[src/rtl/fetch_pkg.sv]
// Shared types and constants for the fetch sequencer.
// Latency: n/a (declarations only).
// Backpressure: n/a.
package fetch_pkg;

    localparam int PC_W     = 32;
    localparam int BR_AMT_W = 6;
    localparam int INSTR_W  = 32;

    localparam logic [PC_W-1:0] PC_STEP      = 32'd4;
    localparam logic [PC_W-1:0] RESET_PC_DEF = 32'h0000_0000;

    typedef enum logic {
        BOOT = 1'b0,
        RUN  = 1'b1
    } state_t;

endpackage

[src/rtl/fetch_control_if.sv]
// Signal bundle between the fetch sequencer, instruction memory, decode and hazard/redirect logic.
// Latency: n/a (wires only).
// Backpressure: stall from the hazard unit holds ID; the memory itself never backpressures.
interface fetch_control_if
    import fetch_pkg::*;
#(
    parameter int CNT_W = 16
) ();

    logic                stall;
    logic                br_take;
    logic [BR_AMT_W-1:0] br_amount;
    logic                redir_valid;
    logic [PC_W-1:0]     redir_pc;
    logic [INSTR_W-1:0]  imem_rdata;

    logic [PC_W-1:0]     imem_pc;
    logic                imem_branch;
    logic [BR_AMT_W-1:0] imem_branchamount;
    logic [INSTR_W-1:0]  id_instr;
    logic [PC_W-1:0]     id_pc;
    logic [PC_W-1:0]     id_pc4;
    logic                id_valid;
    logic [CNT_W-1:0]    fetch_count;

    // Fetch sequencer side.
    modport master (
        input  stall, br_take, br_amount, redir_valid, redir_pc, imem_rdata,
        output imem_pc, imem_branch, imem_branchamount,
        output id_instr, id_pc, id_pc4, id_valid, fetch_count
    );

    // Environment side: memory, decode, hazard unit, redirect source.
    modport slave (
        output stall, br_take, br_amount, redir_valid, redir_pc, imem_rdata,
        input  imem_pc, imem_branch, imem_branchamount,
        input  id_instr, id_pc, id_pc4, id_valid, fetch_count
    );

endinterface

[src/rtl/fetch_addr_sel.sv]
// Priority mux for the memory request and the next ID pc: redirect > boot > stall > branch > sequential.
// Latency: purely combinational.
// Backpressure: stall replays cur_pc so the registered readdata and ID stay put.
module fetch_addr_sel
    import fetch_pkg::*;
(
    input  logic                boot,
    input  logic [PC_W-1:0]     cur_pc,
    input  logic                stall,
    input  logic                br_take,
    input  logic [BR_AMT_W-1:0] br_amount,
    input  logic                redir_valid,
    input  logic [PC_W-1:0]     redir_pc,
    output logic [PC_W-1:0]     imem_pc,
    output logic                imem_branch,
    output logic [BR_AMT_W-1:0] imem_branchamount,
    output logic [PC_W-1:0]     pc_nxt
);

    logic [PC_W-1:0] redir_al;
    logic [PC_W-1:0] seq_pc;
    logic [PC_W-1:0] br_pc;

    // Word-align the redirect target; all pc math wraps modulo 2^32.
    assign redir_al = redir_pc & {{(PC_W-2){1'b1}}, 2'b00};
    assign seq_pc   = cur_pc + PC_STEP;
    assign br_pc    = seq_pc + {{(PC_W-BR_AMT_W-2){1'b0}}, br_amount, 2'b00};

    // A taken branch presents cur_pc in the memory's branch mode, so the
    // target word arrives next cycle and cur_pc+4 is never fetched.
    always_comb begin
        imem_pc           = seq_pc;
        imem_branch       = 1'b0;
        imem_branchamount = '0;
        pc_nxt            = seq_pc;
        if (redir_valid) begin
            imem_pc = redir_al;
            pc_nxt  = redir_al;
        end else if (boot || stall) begin
            imem_pc = cur_pc;
            pc_nxt  = cur_pc;
        end else if (br_take) begin
            imem_pc           = cur_pc;
            imem_branch       = 1'b1;
            imem_branchamount = br_amount;
            pc_nxt            = br_pc;
        end
    end

endmodule

[src/rtl/fetch_control.sv]
// PC/fetch sequencer: drives instruction memory and tracks the pc of its registered readdata for ID.
// Latency: an instruction reaches ID exactly one cycle after its address is presented.
// Backpressure: stall replays the ID pc to the memory and freezes pc, readdata and fetch_count.
module fetch_control
    import fetch_pkg::*;
#(
    parameter logic [PC_W-1:0] RESET_PC = RESET_PC_DEF,
    parameter int              CNT_W    = 16
) (
    input  logic            clk,
    input  logic            reset,
    fetch_control_if.master bus
);

    state_t           state;
    state_t           state_nxt;
    logic [PC_W-1:0]  cur_pc;
    logic [PC_W-1:0]  pc_nxt;
    logic             cur_valid;
    logic [CNT_W-1:0] fetch_count;
    logic             count_en;
    logic             redir_eff;

    // Redirects are ignored while reset is held so the memory sees RESET_PC.
    assign redir_eff = bus.redir_valid & ~reset;

    fetch_addr_sel u_addr_sel (
        .boot              (state == BOOT),
        .cur_pc            (cur_pc),
        .stall             (bus.stall),
        .br_take           (bus.br_take),
        .br_amount         (bus.br_amount),
        .redir_valid       (redir_eff),
        .redir_pc          (bus.redir_pc),
        .imem_pc           (bus.imem_pc),
        .imem_branch       (bus.imem_branch),
        .imem_branchamount (bus.imem_branchamount),
        .pc_nxt            (pc_nxt)
    );

    // State register.
    always_ff @(posedge clk or posedge reset) begin
        if (reset) begin
            state <= BOOT;
        end else begin
            state <= state_nxt;
        end
    end

    // Next state: one boot cycle, then run until reset.
    always_comb begin
        state_nxt = state;
        if (state == BOOT) begin
            state_nxt = RUN;
        end
    end

    // A new instruction is delivered on every edge except a stalled, unredirected one.
    always_comb begin
        count_en = 1'b1;
        if (state == RUN && bus.stall && !bus.redir_valid) begin
            count_en = 1'b0;
        end
    end

    // Pc/valid/count tracking for the word now registered in the memory.
    always_ff @(posedge clk or posedge reset) begin
        if (reset) begin
            cur_pc      <= RESET_PC;
            cur_valid   <= 1'b0;
            fetch_count <= '0;
        end else begin
            cur_pc    <= pc_nxt;
            cur_valid <= 1'b1;
            if (count_en) begin
                fetch_count <= fetch_count + 1'b1;
            end
        end
    end

    assign bus.id_instr    = bus.imem_rdata;
    assign bus.id_pc       = cur_pc;
    assign bus.id_pc4      = cur_pc + PC_STEP;
    assign bus.id_valid    = cur_valid;
    assign bus.fetch_count = fetch_count;

endmodule
[src/flat_wrapper.sv]
// flat-port wrapper written by rule: the top's interface ports become plain ports
module fetch_control_flat import fetch_pkg::*;
#(
    parameter logic [PC_W-1:0] RESET_PC = RESET_PC_DEF,
    parameter int              CNT_W    = 16
)
  (clk, reset, bus_stall, bus_br_take, bus_br_amount, bus_redir_valid, bus_redir_pc, bus_imem_rdata, bus_imem_pc, bus_imem_branch, bus_imem_branchamount, bus_id_instr, bus_id_pc, bus_id_pc4, bus_id_valid, bus_fetch_count);
  fetch_control_if #(.CNT_W(CNT_W)) bus_i ();
  input  logic clk;
  input  logic reset;
  input wire logic [$bits(bus_i.stall)-1:0] bus_stall;
  input wire logic [$bits(bus_i.br_take)-1:0] bus_br_take;
  input wire logic [$bits(bus_i.br_amount)-1:0] bus_br_amount;
  input wire logic [$bits(bus_i.redir_valid)-1:0] bus_redir_valid;
  input wire logic [$bits(bus_i.redir_pc)-1:0] bus_redir_pc;
  input wire logic [$bits(bus_i.imem_rdata)-1:0] bus_imem_rdata;
  output wire logic [$bits(bus_i.imem_pc)-1:0] bus_imem_pc;
  output wire logic [$bits(bus_i.imem_branch)-1:0] bus_imem_branch;
  output wire logic [$bits(bus_i.imem_branchamount)-1:0] bus_imem_branchamount;
  output wire logic [$bits(bus_i.id_instr)-1:0] bus_id_instr;
  output wire logic [$bits(bus_i.id_pc)-1:0] bus_id_pc;
  output wire logic [$bits(bus_i.id_pc4)-1:0] bus_id_pc4;
  output wire logic [$bits(bus_i.id_valid)-1:0] bus_id_valid;
  output wire logic [$bits(bus_i.fetch_count)-1:0] bus_fetch_count;
  assign bus_i.stall = bus_stall;
  assign bus_i.br_take = bus_br_take;
  assign bus_i.br_amount = bus_br_amount;
  assign bus_i.redir_valid = bus_redir_valid;
  assign bus_i.redir_pc = bus_redir_pc;
  assign bus_i.imem_rdata = bus_imem_rdata;
  assign bus_imem_pc = bus_i.imem_pc;
  assign bus_imem_branch = bus_i.imem_branch;
  assign bus_imem_branchamount = bus_i.imem_branchamount;
  assign bus_id_instr = bus_i.id_instr;
  assign bus_id_pc = bus_i.id_pc;
  assign bus_id_pc4 = bus_i.id_pc4;
  assign bus_id_valid = bus_i.id_valid;
  assign bus_fetch_count = bus_i.fetch_count;
  fetch_control #(.RESET_PC(RESET_PC), .CNT_W(CNT_W)) u_core (.clk(clk), .reset(reset), .bus(bus_i));
endmodule
[config.mk]
export PLATFORM = sky130hd
export DESIGN_NAME = fetch_control_flat
export DESIGN_NICKNAME = d
export VERILOG_FILES = /design/src/rtl/fetch_pkg.sv /design/src/rtl/fetch_control_if.sv /design/src/rtl/fetch_addr_sel.sv /design/src/rtl/fetch_control.sv /design/src/flat_wrapper.sv
export SDC_FILE = /design/constraint.sdc
export NUM_CORES = 1
export LEC_CHECK = 0
export CORE_MARGIN = 2
export CORE_UTILIZATION = 42
export DETAILED_ROUTE_END_ITERATION = 10
export PLACE_DENSITY = 0.88
export SLEW_MARGIN = 20
export SYNTH_ARGS = -nofsm -noshare
export SYNTH_HDL_FRONTEND = slang
export SYNTH_SLANG_ARGS = --single-unit
[constraint.sdc]
create_clock -name clk -period 4.41 [get_ports clk]
set_clock_uncertainty 0.15 [all_clocks]
set_input_delay 0.441 -clock clk [delete_from_list [all_inputs] [get_ports clk]]
set_output_delay 0.441 -clock clk [all_outputs]
set_load 0.005 [all_outputs]
==> impl_metrics.csv, run 1 <==
group,metric,value,unit
final_layout,final_util,58.1,%
final_layout,antenna_cells,0,
final_layout,syn2layout_area_growth,34.0,%
die,core,10900,µm²
die,die_w,110,µm
global_route,grt_overflow_total,0,
setup_path,crit_path_end_kind,"output port",
timing,period_needed,4.20,ns
logic_synthesis,synth-main-ff-cell,"dfrtp_1",
place,dp.final_hpwl,11.2,mm
setup_path,crit_slowest_cell,"dfrtp_1",
logic_synthesis,synthDistinctLibCells,63,
drt,drc,0,
global_route,grt_max_degree,48,
timing,setup_viol,0,
power,p_per_area,364,nW/µm²
clocking,clk_pin_slew_worst_paths,0.07,ns
run,maxCapViolations,0,
drt,dr.pass1.iters,5,
clocking,cts_sinks,47,
die,dieArea,12100,µm²
setup_path,startpoint_type,"flip-flop",
setup_path,required,3.82,ns
drt,routed_wl,14.8,mm
drt,drt-vias-per-instance,5.59,
run_status,status,"complete, no violations",
setup_path,cpPeakStageDelay,0.57,ns
drt,ant_nets,0,
setup_path,r2r_setup_slack,0.50,ns
timing,slew_violations,0,
logic_synthesis,synth.avg_cell_area,7.47,µm²
timing,fmax,0.238,GHz
drt,via_count,4913,
die,start_util,43.3,%
clocking,clk_path_buf_depth,2,
timing,grt_setup_unrepaired,"no",
timing,relSlewSlack,57.2,%
setup_path,worstPathMaxFanout,10,
final_layout,fin_nets,822,
clocking,post_cts_buffers,0,
place,numPortBuffers,154,
final_layout,drive_gt1_share,5.95,%
clocking,hold_buffers,0,
global_route,grt_pass1_wl,23.6,mm
timing,hold_viol_final,0,
logic_synthesis,synthCells,634,
die,pin_count,227,
clocking,cts_root_buf,"clkbuf_16",
hold_path,hold_class,"flip-flop to flip-flop",
power,vdd_drop_max,217,µV
logic_synthesis,synth_async_sr_flop_share,100,%
clocking,clk_latency,0.30,ns
setup_path,crit_arrival,3.61,ns
timing,worstMarginPinSlew,0.636,ns
global_route,grt_pass1_vias,4798,
timing,layout_worst_path_cycle_share,95.2,%
setup_path,cp_cell_sequence,"ha_1, nand3_1, buf_4, nor4_1, buf_4, nand2_1, nor2_1, nand4_1, xor2_1, a21oi_1, clkdlybuf4s50_1",
logic_synthesis,ys.warnings.count,0,
clocking,cts_buffers,5,
clocking,cts_tree,"built",
logic_synthesis,ys_ff_latch,47,
logic_synthesis,synth_area,4740,µm²
place,place_congestion,0.887,
setup_path,critPathKind,"flip-flop to output port",
die,rows,38,
global_route,antenna_found_initial,0,
drt,avgRoutedWirePerCell,16.9,µm
global_route,grt_usage,24.6,%
timing,tns,0,ns
power,p_leak,0.00240,µW
clocking,h-tree-depth,2,
clocking,cts_resized,0,
logic_synthesis,synth-edff-count,0,
logic_synthesis,ys_seq_area_share,24.8,%
drt,drtIter0Drc,258,
setup_path,critPathMostFrequentCell,"buf_4",
die,die_h,110,µm
[cells in the mapped netlist, types with 3 or more instances]
library cell | instances | area [µm²]
a211oi_1 | 5 | 37.5
a21o_1 | 4 | 30.0
a21oi_1 | 50 | 250
a31oi_1 | 6 | 37.5
and2_1 | 3 | 18.8
and3_1 | 11 | 68.8
and4_1 | 3 | 26.3
buf_2 | 14 | 70.1
buf_4 | 40 | 300
clkbuf_1 | 29 | 109
dfrtp_1 | 47 | 1180
ha_1 | 8 | 100
inv_1 | 12 | 45.0
mux2i_1 | 7 | 70.1
nand2_1 | 58 | 218
nand2b_1 | 5 | 31.3
nand3_1 | 33 | 165
nand3b_1 | 3 | 22.5
nand4_1 | 17 | 106
nor2_1 | 78 | 293
nor2b_1 | 4 | 25.0
nor3_1 | 8 | 40.0
nor3b_1 | 3 | 22.5
nor4_1 | 10 | 62.6
o21ai_0 | 25 | 125
o22ai_1 | 4 | 25.0
o41ai_1 | 4 | 35.0
or3_1 | 14 | 87.6
or4_1 | 6 | 45.0
xnor2_1 | 41 | 359
xor2_1 | 40 | 350
[cell usage in the layout (no fill, tap or decap), drive strengths merged, types with 3 or more instances in the layout]
master         netlist  routed
o41ai                4       4
nor2b                4       4
buf                 56      24
nor3b                3       3
inv                 12      13
and3                11      11
nand3b               3       3
nand2b               5       5
a21oi               50      50
and2                 3       3
nor3                 8       8
nand2               58      58
o311ai               3       3
conb                 2       7
a21o                 4       4
or3                 15      15
nor4                11      11
xnor2               41      41
and4                 4       4
mux2i                7       7
or4                  6       6
a31oi                6       6
o21ai               25      25
nor2                78      78
dfrtp               47      47
clkbuf              30       5
nand3               33      33
nand4               18      18
ha                   8       8
a211oi               5       5
xor2                40      40
o22ai                4       4
clkdlybuf4s50        0     154
[metrics by stage]
step	setup slack, ns	power (µW)	cell area [µm²]	cells	hold WS (ns)
6_report	0.213	2310	6350	879	0.324
5_1_grt	0.000242	2470	6350	879	0.361
4_1_cts	0.225	2320	6350	879	0.325
3_5_place_dp	0.556	1850	6180	871	0.315
3_3_place_gp	0.564	1830	6180	871	0.306
2_1_floorplan	0.773	1300	4760	639	0.315
[path summary, 6_finish.rpt]
kind,from,endpoint,cells past startpoint
max,u_core.bus.id_pc[3],bus_imem_pc[26],11
min,u_core.bus.fetch_count[15],u_core.bus.fetch_count[15],1
max reg2reg,u_core.bus.id_pc[3],u_core.bus.id_pc[29],9
min reg2reg,u_core.bus.fetch_count[15],u_core.bus.fetch_count[15],1
max in group asynchronous,reset,u_core.bus.id_pc[2],3
min in group asynchronous,reset,u_core.bus.id_pc[21],3
[kinds of logic (layout without fill, tap and decap cells)]
| logic type | after synthesis | count (layout) | synth area share [%] |
|---|---|---|---|
| and+or+nand+nor | 266 | 266 | 28.4 |
| AOI/OAI and AO/OA | 123 | 123 | 16.1 |
| DFF | 47 | 47 | 24.8 |
| muxes | 8 | 8 | 1.72 |
| buffers and inverters | 98 | 198 | 11.3 |
| xor gates and xnor gates | 81 | 81 | 15.0 |
| adders and majority gates | 9 | 9 | 2.54 |
| other | 2 | 7 | 0.158 |
[sequential cells by signal (all words and copies together), names as in the netlist]
signal	cells
u_core.bus.fetch_count	16
u_core.bus.id_pc	30
u_core.bus.id_valid	1
[report_power, final]
group	leakage (µW)	internal [µW]	total [µW]	switching [µW]
combinational	0.00174	651	1170	523
clock	0.0000844	271	457	186
sequential	0.000572	515	679	164
[critical path, delay by kind of cell, from the launching register on]
kind	cells	cell delay [ns]
flops	1	0.57
simple gates	5	1.22
xor+xnor	1	0.19
compound gates	1	0.16
buf+inv	3	0.93
fa+ha+maj	1	0.24
[metal layers]
metal	vias to the layer above	wire [µm]	global-route usage, %
li1	2392	-	-
met1	2274	6230	31.4
met2	216	7160	42.0
met3	31	1130	4.17
met4	0	303	8.30
met5	-	0	0
[final cells by class]
class                   instances  area (µm²)
flip-flops and latches         47        1180
multi-input cells             494        3050
clock buffers                   5         125
inverters                      12        45.0
fillers                      1003        4580
clock inverters                 3        47.5
well taps                     140         175
repair buffers                178        1730
Note: power is estimated with default switching activity, not from simulation.
==> inputs of run 2 (changes only) <==
--- a/config.mk
+++ b/config.mk
@@ -5,7 +5,6 @@
 export SDC_FILE = /design/constraint.sdc
 export NUM_CORES = 1
 export LEC_CHECK = 0
-export CORE_MARGIN = 2
 export CORE_UTILIZATION = 42
 export DETAILED_ROUTE_END_ITERATION = 10
 export PLACE_DENSITY = 0.88
==> constraint.sdc (replaced) <==
create_clock -name clk -period 4.41 [get_ports clk]
set_clock_uncertainty 0.15 [all_clocks]
set_input_delay 0.882 -clock clk [delete_from_list [all_inputs] [get_ports clk]]
set_output_delay 0.882 -clock clk [all_outputs]
set_load 0.005 [all_outputs]
==> run 2 against run 1 <==
  * First-iteration DRC count grew 17%
  * Final cell count rose by 1.1%
  * Non-clock buffer count rose by 10
  * Utilization rose by 0.60 points
  * Total power down 1.6%
  * Sequential share of layout area shrank 0.15 points
  * Worst hold slack worse by 0.0093 ns
  * Clock power fell by 15%
  * Register-to-register slack improved by 0.11 ns
  * Routed wire length is 0.32% lower
  * Worst setup slack got worse by 0.0082 ns
==> impl_metrics.csv, run 2 (same netlist as run 1, synthesis figures left out) <==
group,metric,value,unit
die,die_h,108,µm
die,die_w,108,µm
final_layout,syn2layout_area_growth,35.4,%
place,numPortBuffers,154,
die,pin_count,227,
power,p_leak,0.00242,µW
die,dieArea,11700,µm²
setup_path,worstPathMaxFanout,8,
power,p_per_area,354,nW/µm²
clocking,clk_path_buf_depth,2,
clocking,cts_resized,0,
hold_path,hold_class,"flip-flop to flip-flop",
clocking,cts_root_buf,"clkbuf_16",
timing,grt_setup_unrepaired,"no",
setup_path,required,3.38,ns
place,dp_cells,881,
global_route,grt_pass1_vias,4759,
clocking,h-tree-depth,2,
drt,drt-vias-per-instance,5.70,
timing,layout_worst_path_cycle_share,95.4,%
setup_path,crit_slowest_cell,"or4_4",
place,dp.final_hpwl,11.3,mm
timing,slew_violations,0,
setup_path,cp_cell_sequence,"nand4_1, or4_1, or4_4, nor2_1, nand2_1, xor2_1, a21oi_1, clkdlybuf4s50_1",
global_route,grt_pass1_wl,23.6,mm
final_layout,antenna_cells,0,
drt,drtIter0Drc,303,
setup_path,startpoint_type,"flip-flop",
run,maxCapViolations,0,
timing,hold_viol_final,0,
drt,ant_nets,0,
setup_path,critPathKind,"flip-flop to output port",
die,rows,38,
power,vdd_drop_max,223,µV
final_layout,drive_gt1_share,8.01,%
die,start_util,43.3,%
timing,relSlewSlack,56.8,%
place,preCtsSetupSlack,0.314,ns
final_layout,layout_commonest_cell,"clkdlybuf4s50_1",
timing,setup_viol,0,
clocking,clk_pin_slew_worst_paths,0.07,ns
setup_path,cpPeakStageDelay,0.61,ns
global_route,grt_overflow_total,0,
drt,via_count,5071,
global_route,grt_max_degree,48,
global_route,antenna_found_initial,0,
final_layout,fin_cells,889,
setup_path,crit_path_end_kind,"output port",
die,core,10900,µm²
clocking,cts_tree,"built",
timing,period_needed,4.20,ns
power,p_total,2270,µW
setup_path,crit_arrival,3.17,ns
final_layout,largest_reg_flops,30,
drt,dr.pass1.iters,5,
timing,fmax,0.238,GHz
run_status,status,"complete, no violations",
clocking,clk_latency,0.29,ns
clocking,hold_buffers,0,
final_layout,fin_nets,832,
timing,worstMarginPinSlew,0.648,ns
place,place_congestion,0.909,
clocking,cts_sinks,47,
drt,avgRoutedWirePerCell,16.6,µm
global_route,grt_usage,25.4,%
clocking,cts_buffers,5,
drt,routed_wl,14.8,mm
timing,setup_ws,0.205,ns
final_layout,most-common-layout-cells,"clkdlybuf4s50_1 (154), nor2_1 (78), nand2_1 (57), a21oi_1 (50), dfrtp_1 (44)",
drt,drc,0,
clocking,post_cts_buffers,0,
timing,tns,0,ns
==> run 2: worst max-delay path: cells and delay by family (launching register included) <==
family	cells	cell delay, ns
simple gates	5	1.61
buf+inv	1	0.52
flops	1	0.45
compound gates	1	0.16
xor+xnor	1	0.14
==> run 2: final timing paths <==
kind	start	end	slack [ns]	depth (start not counted)
min in group asynchronous	reset	u_core.bus.fetch_count[14]	1.01	3
setup reg to reg	u_core.bus.id_pc[14]	u_core.bus.id_pc[27]	0.61	9
setup / recovery	u_core.bus.id_pc[8]	bus_imem_pc[31]	0.21	8
hold / removal	u_core.bus.fetch_count[15]	u_core.bus.fetch_count[15]	0.31	1
max in group asynchronous	reset	u_core.bus.id_pc[3]	2.63	3
hold reg to reg	u_core.bus.fetch_count[15]	u_core.bus.fetch_count[15]	0.31	1
==> run 2: metrics by stage <==
step | instance area (µm²) | hold slack (ns) | utilization, %
final | 6420 | 0.315 | 58.7
after floorplan | 4760 | 0.315 | -
after detailed placement | 6240 | 0.312 | 57.1
after global placement | 6240 | 0.305 | 57.1
after global routing | 6420 | 0.336 | 58.7
after CTS | 6390 | 0.321 | 58.4
==> run 2: layer usage <==
metal | GRT usage, % | wire length [µm] | vias up
met5 | 0 | 0 | -
met4 | 8.12 | 308 | 0
met3 | 3.44 | 990 | 32
met2 | 44.1 | 7280 | 233
met1 | 32.4 | 6190 | 2390
li1 | - | - | 2416
==> run 2: final cells by class <==
cell class              instances  area (µm²)
repair buffers                188        1800
flip-flops and latches         47        1180
well taps                     140         175
inverters                      12        45.0
clock buffers                   5         125
multi-input cells             494        3070
clock inverters                 3        25.0
fillers                       987        4520
==> run 2: power by group <==
group | internal, µW | switching [µW]
sequential | 517 | 141
clock | 212 | 175
combinational | 670 | 557
